File: src/rtl/vga_fetch.sv
// ---------------------------------------------------------------------------
// vga_fetch
//
// Read-only bus master that streams a frame buffer into a small show-ahead
// FIFO feeding the VGA scan-out pipeline. One request is outstanding at most;
// each accepted word is followed by a single idle cycle on vga_read so the
// bus controller can return to idle between transfers.
//
// state   | meaning
// --------+---------------------------------------------------------------
// IDLE    | no request; issue when enabled, frame not done, FIFO not full
// REQ     | vga_read high, address held, waiting for vga_wait low
// RELEASE | one-cycle gap with vga_read low, then re-issue or go idle
//
// Ports
//   clock, reset_n        system clock, synchronous active-low reset
//   base_addr             frame byte address, sampled on frame_start
//   enable                allows new requests (never aborts one in flight)
//   frame_start           one-cycle pulse: flush FIFO, restart the frame
//   vga_address/vga_read  bus request
//   vga_wait, readdata    bus wait and shared read data
//   pop                   consume FIFO head
//   pixel_data, empty     FIFO head word (0 when empty), empty flag
//   level                 FIFO occupancy
//   done                  whole frame fetched
//   underflow             sticky pop-while-empty flag
// ---------------------------------------------------------------------------
module vga_fetch #(
    parameter int DEPTH      = 16,
    parameter int LINE_WORDS = 160,
    parameter int LINES      = 480
) (
    input  logic                     clock,
    input  logic                     reset_n,
    input  logic [31:0]              base_addr,
    input  logic                     enable,
    input  logic                     frame_start,
    output logic [31:0]              vga_address,
    output logic                     vga_read,
    input  logic                     vga_wait,
    input  logic [31:0]              readdata,
    input  logic                     pop,
    output logic [31:0]              pixel_data,
    output logic                     empty,
    output logic [$clog2(DEPTH):0]   level,
    output logic                     done,
    output logic                     underflow
);
    localparam int TOTAL = LINE_WORDS * LINES;
    localparam int PTR_W = $clog2(TOTAL + 1);
    localparam int AW    = $clog2(DEPTH);
    localparam int LW    = AW + 1;

    typedef enum logic [1:0] {
        IDLE    = 2'd0,
        REQ     = 2'd1,
        RELEASE = 2'd2
    } state_t;

    state_t           state_q;
    logic [31:0]      base_q;
    logic [31:0]      addr_q;
    logic             read_q;
    logic [PTR_W-1:0] ptr_q;
    logic [AW-1:0]    rd_ptr_q;
    logic [AW-1:0]    wr_ptr_q;
    logic [LW-1:0]    level_q;
    logic             done_q;
    logic             underflow_q;
    logic [31:0]      mem_q [DEPTH];

    logic             push;
    logic             pop_ok;
    logic             can_issue;
    logic [PTR_W-1:0] ptr_d;
    logic [LW-1:0]    level_d;
    logic             done_d;
    logic [31:0]      next_addr;

    // A word returned in the same cycle as frame_start belongs to the old
    // frame and is dropped.
    assign push   = (state_q == REQ) && !vga_wait && !frame_start;
    assign pop_ok = pop && (level_q != '0) && !frame_start;

    // Requests are only issued with room in the FIFO, so a push can never
    // land on a full FIFO even if no pop arrives while the request is open.
    assign can_issue = enable && !done_q && (level_q < LW'(DEPTH));
    assign next_addr = base_q + (32'(ptr_q) << 2);

    assign ptr_d   = push ? ptr_q + 1'b1 : ptr_q;
    assign done_d  = done_q | (push && (ptr_q == PTR_W'(TOTAL - 1)));
    assign level_d = level_q + LW'(push) - LW'(pop_ok);

    always_ff @(posedge clock) begin
        if (!reset_n) begin
            state_q     <= IDLE;
            read_q      <= 1'b0;
            addr_q      <= '0;
            base_q      <= '0;
            ptr_q       <= '0;
            rd_ptr_q    <= '0;
            wr_ptr_q    <= '0;
            level_q     <= '0;
            done_q      <= 1'b0;
            underflow_q <= 1'b0;
        end else if (frame_start) begin
            state_q     <= IDLE;
            read_q      <= 1'b0;
            base_q      <= base_addr & 32'hFFFF_FFFC;
            ptr_q       <= '0;
            rd_ptr_q    <= '0;
            wr_ptr_q    <= '0;
            level_q     <= '0;
            done_q      <= 1'b0;
            underflow_q <= 1'b0;
        end else begin
            ptr_q   <= ptr_d;
            done_q  <= done_d;
            level_q <= level_d;
            if (push) begin
                wr_ptr_q <= wr_ptr_q + 1'b1;
            end
            if (pop_ok) begin
                rd_ptr_q <= rd_ptr_q + 1'b1;
            end
            if (pop && (level_q == '0)) begin
                underflow_q <= 1'b1;
            end

            case (state_q)
                IDLE, RELEASE: begin
                    // In RELEASE, ptr_q/level_q already include the word
                    // captured on the previous edge.
                    if (can_issue) begin
                        state_q <= REQ;
                        read_q  <= 1'b1;
                        addr_q  <= next_addr;
                    end else begin
                        state_q <= IDLE;
                        read_q  <= 1'b0;
                    end
                end
                REQ: begin
                    if (!vga_wait) begin
                        state_q <= RELEASE;
                        read_q  <= 1'b0;
                    end
                end
                default: begin
                    state_q <= IDLE;
                    read_q  <= 1'b0;
                end
            endcase
        end
    end

    // FIFO storage needs no reset: the head is masked to 0 while empty.
    always_ff @(posedge clock) begin
        if (push) begin
            mem_q[wr_ptr_q] <= readdata;
        end
    end

    assign vga_address = addr_q;
    assign vga_read    = read_q;
    assign empty       = (level_q == '0);
    assign pixel_data  = (level_q == '0) ? 32'h0 : mem_q[rd_ptr_q];
    assign level       = level_q;
    assign done        = done_q;
    assign underflow   = underflow_q;

endmodule

File: config.mk
export PLATFORM = sky130hd
export DESIGN_NAME = vga_fetch
export DESIGN_NICKNAME = d
export VERILOG_FILES = /design/src/rtl/vga_fetch.sv
export SDC_FILE = /design/constraint.sdc
export NUM_CORES = 1
export LEC_CHECK = 0
export CORE_ASPECT_RATIO = 1.25
export CORE_MARGIN = 2
export CORE_UTILIZATION = 50
export CTS_BUF_LIST = sky130_fd_sc_hd__clkbuf_8
export DETAILED_ROUTE_END_ITERATION = 12
export PLACE_DENSITY_LB_ADDON = 0.1
export REMOVE_ABC_BUFFERS = 1
export SLEW_MARGIN = 20
export SYNTH_ARGS = -nofsm -noshare
export SYNTH_HDL_FRONTEND = slang
export SYNTH_SLANG_ARGS = --single-unit
File: constraint.sdc
create_clock -name clock -period 5.13 [get_ports clock]
set_input_delay 1.2825 -clock clock [delete_from_list [all_inputs] [get_ports clock]]
set_output_delay 1.2825 -clock clock [all_outputs]
set_load 0.03 [all_outputs]
==> results of run 1 <==
## layout make-up
cell class,instances,area [µm²],area share [%]
multi-input cells,649,6850,23.8
inverters,19,71.3,0.248
flip-flops and latches,611,17400,60.5
well taps,644,806,2.81
clock inverters,65,355,1.24
repair buffers,181,1890,6.57
clock buffers,101,1390,4.84
## Yosys cell counts, types with 3 or more instances
cell      instances
a211oi_1          7
a21boi_0          4
a21o_1            6
a21oi_1          36
a31oi_1           7
and2_1           11
and3_1            8
buf_1             5
buf_2            15
clkbuf_1         48
dfxtp_1          99
edfxtp_1        512
ha_1             28
inv_1            19
mux2i_1          31
mux4_2          160
nand2_1          45
nand2b_1          8
nand3_1          25
nand4_1           9
nor2_1           92
nor2b_1          35
nor3_1           12
nor3_2            3
nor4b_1           4
o211ai_1          4
o21ai_0          35
or3_1             8
xnor2_1          19
xor2_1           21
## sequential cells by signal, indices dropped and copies added, names as in the netlist, 2 cells and up, named ones only
name / cells
rd_ptr_q: 4
base_q: 30
state_q: 2
ptr_q: 17
level: 5
wr_ptr_q: 4
mem_q: 512
vga_address: 30
## critical path, delay by kind of cell (launching register included)
kind                   cells  cell delay (ns)
and+or+nand+nor            1             0.17
DFF                        1             0.76
buffers and inverters      2             0.93
muxes                      2             1.01
## logic make-up after synthesis
family                     share of synthesized area (%)
DFF                                                 71.0
and+or+nand+nor                                     5.62
muxes                                               16.0
AOI/OAI and AO/OA                                   2.80
buffers and inverters                               1.52
xor gates and xnor gates                            1.43
adders and majority gates                           1.60
other                                             0.0153
## per-stage QoR
step	hold slack (ns)	instance area, µm²	setup WS, ns	setup TNS, ns
global placement	0.455	27000	0.908	0
finish	0.459	28700	0.301	0
CTS	0.464	28700	0.172	0
global route	0.506	28700	0.135	0
floorplan	0.467	24100	-2.79	-106.49
detailed placement	0.457	27000	0.909	0
## power breakdown
part / leakage (nW) / internal [mW] / switching, mW
Sequential: 5.41 / 5.41 / 0.0361
Combinational: 2.84 / 0.311 / 0.405
Clock: 1.00 / 1.96 / 1.82
Total: 9.25 / 7.68 / 2.26
## worst max-delay path by stage
stage                     startpoint             end  cells past startpoint
after floorplan             register   pixel_data[0]                      3
final                       register  pixel_data[10]                      5
after global placement      register  pixel_data[17]                      5
after CTS                   register  pixel_data[17]                      5
after global routing        register   pixel_data[3]                      5
after detailed placement    register  pixel_data[17]                      5
## layer usage
metal  global-route usage (%)  up-vias
li1                         -     5772
met1                     27.0     6552
met2                     37.1      355
met3                     3.98       77
met4                     6.85        2
met5                        0        -
==> results.yml, run 1 <==
run_status:
  status: "completed"
worst_setup_path:
  rr_worst_depth: 15
  r2r_slack_ns: 2.08
  path_common_cell: "mux4_2"
  critical_path.endpoint_type: "output port"
  crit_required_ns: 3.85
  cp_cell_sequence: "buf_12, mux4_2, mux4_2, nor2b_1, clkdlybuf4s50_1"
  r2r_start: "level[2]$_SDFF_PP0_"
  crit_slowest_cell: "dfxtp_4"
  crit_type: "register to output port"
  worstSetupStartpointType: "register"
  r2r-end: "level[4]$_SDFF_PP0_"
  cp.arrival_ns: 3.55
  slowest_delay_ns: 0.76
  cp_max_fo: 26
clock_network:
  cts_inserted_buffers: 93
  postCtsSetupRepairBufs: 0
  cts_resized: 0
  cts_tree: "done"
  clock_latency_ns: 0.67
  cts.path.max_buffers: 3
  clock-sinks: 611
  ctsRootBufferMaster: "clkbuf_8"
  htreeDepth: 3
  clkTransAtPathRegs_ns: 0.06
  hold_buffers: 0
drt:
  top_layer: "met5"
  route.detailed.drc: 0
  met2_length_mm: 27.5
  postRouteAntennaNets: 0
  dr_wl_met3_mm: 2.99
  avgRoutedWirePerCell_um: 23.4
  vias_per_cell: 5.62
  wl_met1_mm: 21.6
  dr.pass1.iters: 5
  vias: 12758
  routed_wl_mm: 53.1
  initialDrtViolationCount: 801
yosys:
  synth_top_area_cell: "edfxtp_1"
  synth_edf_count: 512
  synthArstFlopShare_pct: 0
  synth_area_leaders: "edfxtp_1 (63%), mux4_2 (15%), dfxtp_1 (8.1%)"
  yosysWarnings: 0
  synthFlopType: "edfxtp_1"
  netlist-cell-type-count: 56
  netlist_area_um2: 24400
  syn_avg_cell_area_um2: 18.1
  ys_seq_area_share_pct: 71.0
  synth_top_area_share_pct: 62.9
  ys_ff_latch: 611
  syn_inst: 1349
power:
  power.density_nw_per_um2: 346
  p_leak_nw: 9.25
  peakVddDrop_mv: 0.207
  power_mw: 9.94
global_routing:
  first_global_vias: 13492
  grt_max_degree: 50
  grt_overflow: 0
  grt.total_usage_pct: 21.3
  grt_pass1_wl_mm: 79.8
  antenna_found_initial: 1
sta:
  setup_viol: 0
  hold_viol: 0
  fmax_mhz: 207
  min_period_ns: 4.83
  drv_slew: 0
  finalClockSkew_ns: 0.0315
  tightest_slew_ns: 0.784
  rsz0062_at_grt: "false"
  maxSlewHeadroom_pct: 47.6
  post-route-period-util_pct: 94.1
min_path:
  whs_endpoint: "vga_address[12]$_SDFFE_PN0P_"
  hp-class: "register to register"
  hp-start: "vga_address[12]$_SDFFE_PN0P_"
  hold_depth: 2
floorplan:
  io_pins: 143
  fp.dieH_um: 251
  dieArea_um2: 50700
  design.core.area_um2: 48300
  initial_core_util_pct: 50.6
  dieWidth_um: 202
  row_count: 90
placed_design:
  dp_cells: 2104
  io_buffers: 138
  hpwl_mm: 30.1
  globalplace.congestion: 0.792
finish:
  nets: 1655
  n_antenna_cell: 0
  layoutNonFillerInstCount: 2270
  mostFrequentLayoutCells: "edfxtp_1 (512), mux4_2 (160), clkdlybuf4s50_1 (137), clkbuf_8 (101), dfxtp_1 (95)"
  final_common_cell: "edfxtp_1"
  fin_util_pct: 59.5
  final_layout_size_suffix_gt1_share_pct: 21.8
  syn2layout_area_growth_pct: 17.5
  fillCellCount: 3622
run:
  maxCapViolations: 0
(Power assumes the default switching activity.)
==> run 2: changes to the inputs <==
Settings changed: CORE_MARGIN 2 to 1.
==> results.yml, run 2 (same netlist as run 1, synthesis figures left out) <==
run_status:
  status: "completed"
power:
  peakVddDrop_mv: 0.194
  power.density_nw_per_um2: 346
  clkPwrFrac_pct: 38.0
  p_sw_mw: 2.28
  swShare_pct: 22.9
  pwr-share-comb_pct: 7.3
  p_int_mw: 7.68
  p_leak_nw: 9.29
  p_seq_share_pct: 54.7
sta:
  tns_ns: 0
  finalClockSkew_ns: 0.0231
  post-route-period-util_pct: 93.3
  maxSlewHeadroom_pct: 34.8
  drv_slew: 0
  min_period_ns: 4.79
  fmax_mhz: 209
  tightest_slew_ns: 0.977
  setup_viol: 0
  worst_slack_ns: 0.344
  hold_viol: 0
  hold_ws_ns: 0.463
  rsz0062_at_grt: "false"
worst_setup_path:
  r2r_slack_ns: 2.19
  r2r_start: "level[2]$_SDFF_PP0_"
  crit_required_ns: 3.85
  cp_max_fo: 26
  crit_slowest_cell: "dfxtp_4"
  cp_cell_sequence: "buf_12, mux4_2, mux4_2, nor2b_1, clkdlybuf4s50_1"
  slowest_delay_ns: 0.67
  cp.arrival_ns: 3.50
  crit_type: "register to output port"
  path_common_cell: "mux4_2"
  worstSetupStartpointType: "register"
  worstSetupEndpoint: "pixel_data[22]"
  critical_path.endpoint_type: "output port"
  rr_worst_depth: 15
  r2r-end: "level[4]$_SDFF_PP0_"
finish:
  syn2layout_area_growth_pct: 17.6
  final_common_cell: "edfxtp_1"
  top_register: "mem_q"
  fillCellCount: 3622
  final_layout_size_suffix_gt1_share_pct: 22.5
  mostFrequentLayoutCells: "edfxtp_1 (512), mux4_2 (160), clkdlybuf4s50_1 (137), clkbuf_8 (100), dfxtp_1 (95)"
  largest_reg_flops: 512
  nets: 1662
floorplan:
  row_count: 90
  fp.dieH_um: 249
  dieArea_um2: 49800
  io_pins: 143
  dieWidth_um: 200
  design.core.area_um2: 48300
  initial_core_util_pct: 50.6
drt:
  routed_wl_mm: 52.8
  dr.pass1.iters: 4
  postRouteAntennaNets: 0
  vias: 12692
  avgRoutedWirePerCell_um: 23.1
  vias_per_cell: 5.55
  route.detailed.drc: 0
  initialDrtViolationCount: 781
clock_network:
  htreeDepth: 3
  cts_tree: "done"
  ctsRootBufferMaster: "clkbuf_8"
  cts_resized: 0
  cts_inserted_buffers: 92
  clock-sinks: 611
  clock_latency_ns: 0.68
  hold_buffers: 0
  cts.path.max_buffers: 3
  postCtsSetupRepairBufs: 0
  clkTransAtPathRegs_ns: 0.06
global_routing:
  grt_pass1_wl_mm: 80.4
  first_global_vias: 13560
  grt_overflow: 0
  grt.total_usage_pct: 22.2
  grt_max_degree: 36
  antenna_found_initial: 3
min_path:
  hold_depth: 2
  hp-class: "register to register"
  hp-start: "vga_address[2]$_SDFFE_PN0P_"
placed_design:
  globalplace.congestion: 0.750
  hpwl_mm: 31.7
  dp_slack_ns: 0.940
  io_buffers: 138
run:
  maxCapViolations: 0
run 2: cell types whose count changed in the layout (fill, tap and decap cells not counted):
cell / change
buf_12: -5
diode_2: +2
buf_4: +13
clkbuf_8: -1
inv_8: +1
inv_1: -5
clkinvlp_4: -2
inv_6: -1
clkinv_2: +8
clkinv_1: +5
run 2: how the worst min path moves through the flow:
stage | end | slack [ns]
after floorplan | base_q[10]$_SDFFE_PN0P_ | 0.47
after global placement | underflow$_SDFFE_PP0P_ | 0.45
after detailed placement | vga_address[2]$_SDFFE_PN0P_ | 0.46
after CTS | vga_address[2]$_SDFFE_PN0P_ | 0.47
after global routing | vga_address[2]$_SDFFE_PN0P_ | 0.49
final | vga_address[2]$_SDFFE_PN0P_ | 0.46
run 2: power groups by stage:
stage               sequential [mW]  combinational, mW  clock (mW)
floorplan                      5.60              0.357           0
global placement               5.55              0.726           0
detailed placement             5.55              0.735           0
CTS                            5.44              0.737        3.89
global route                   5.45              0.778        4.09
finish                         5.44              0.725        3.79
run 2: area by class of cell:
class	instances	area (µm²)	area share, %
Antenna cell	2	5.00	0.0174
Sequential cell	611	17400	60.4
Inverter	19	71.3	0.248
Tap cell	644	806	2.80
Clock buffer	100	1380	4.79
Clock inverter	71	383	1.33
Timing Repair Buffer	189	1880	6.56
Multi-Input combinational cell	649	6850	23.8
run 2: critical path, delay by kind of cell (launching register included):
kind | cells | cell delay, ns
simple gates | 1 | 0.19
mux | 2 | 1.02
buf+inv | 2 | 0.94
flops | 1 | 0.67
run 2: through the flow:
| stage | instances | utilization [%] | power, mW | cell area (µm²) |
|---|---|---|---|---|
| detailed placement | 2112 | 55.8 | 6.28 | 27000 |
| global placement | 2112 | 55.8 | 6.27 | 27000 |
| floorplan | 1279 | - | 5.95 | 24100 |
| global route | 2285 | 59.5 | 10.3 | 28700 |
| finish | 2285 | 59.5 | 9.96 | 28700 |
| CTS | 2283 | 59.5 | 10.1 | 28700 |
run 2: routing by layer:
| metal | global-route usage [%] | wire (µm) | up-vias |
|---|---|---|---|
| li1 | - | - | 5791 |
| met1 | 27.7 | 21100 | 6523 |
| met2 | 38.9 | 28300 | 306 |
| met3 | 3.71 | 2470 | 70 |
| met4 | 7.37 | 943 | 2 |
| met5 | 0 | 13 | - |
==> run 3: changes to the inputs <==
Settings changed: CAP_MARGIN set to 20.
==> results of run 3 <==
Final layout, timing and power as in run 2 (identical DEF).
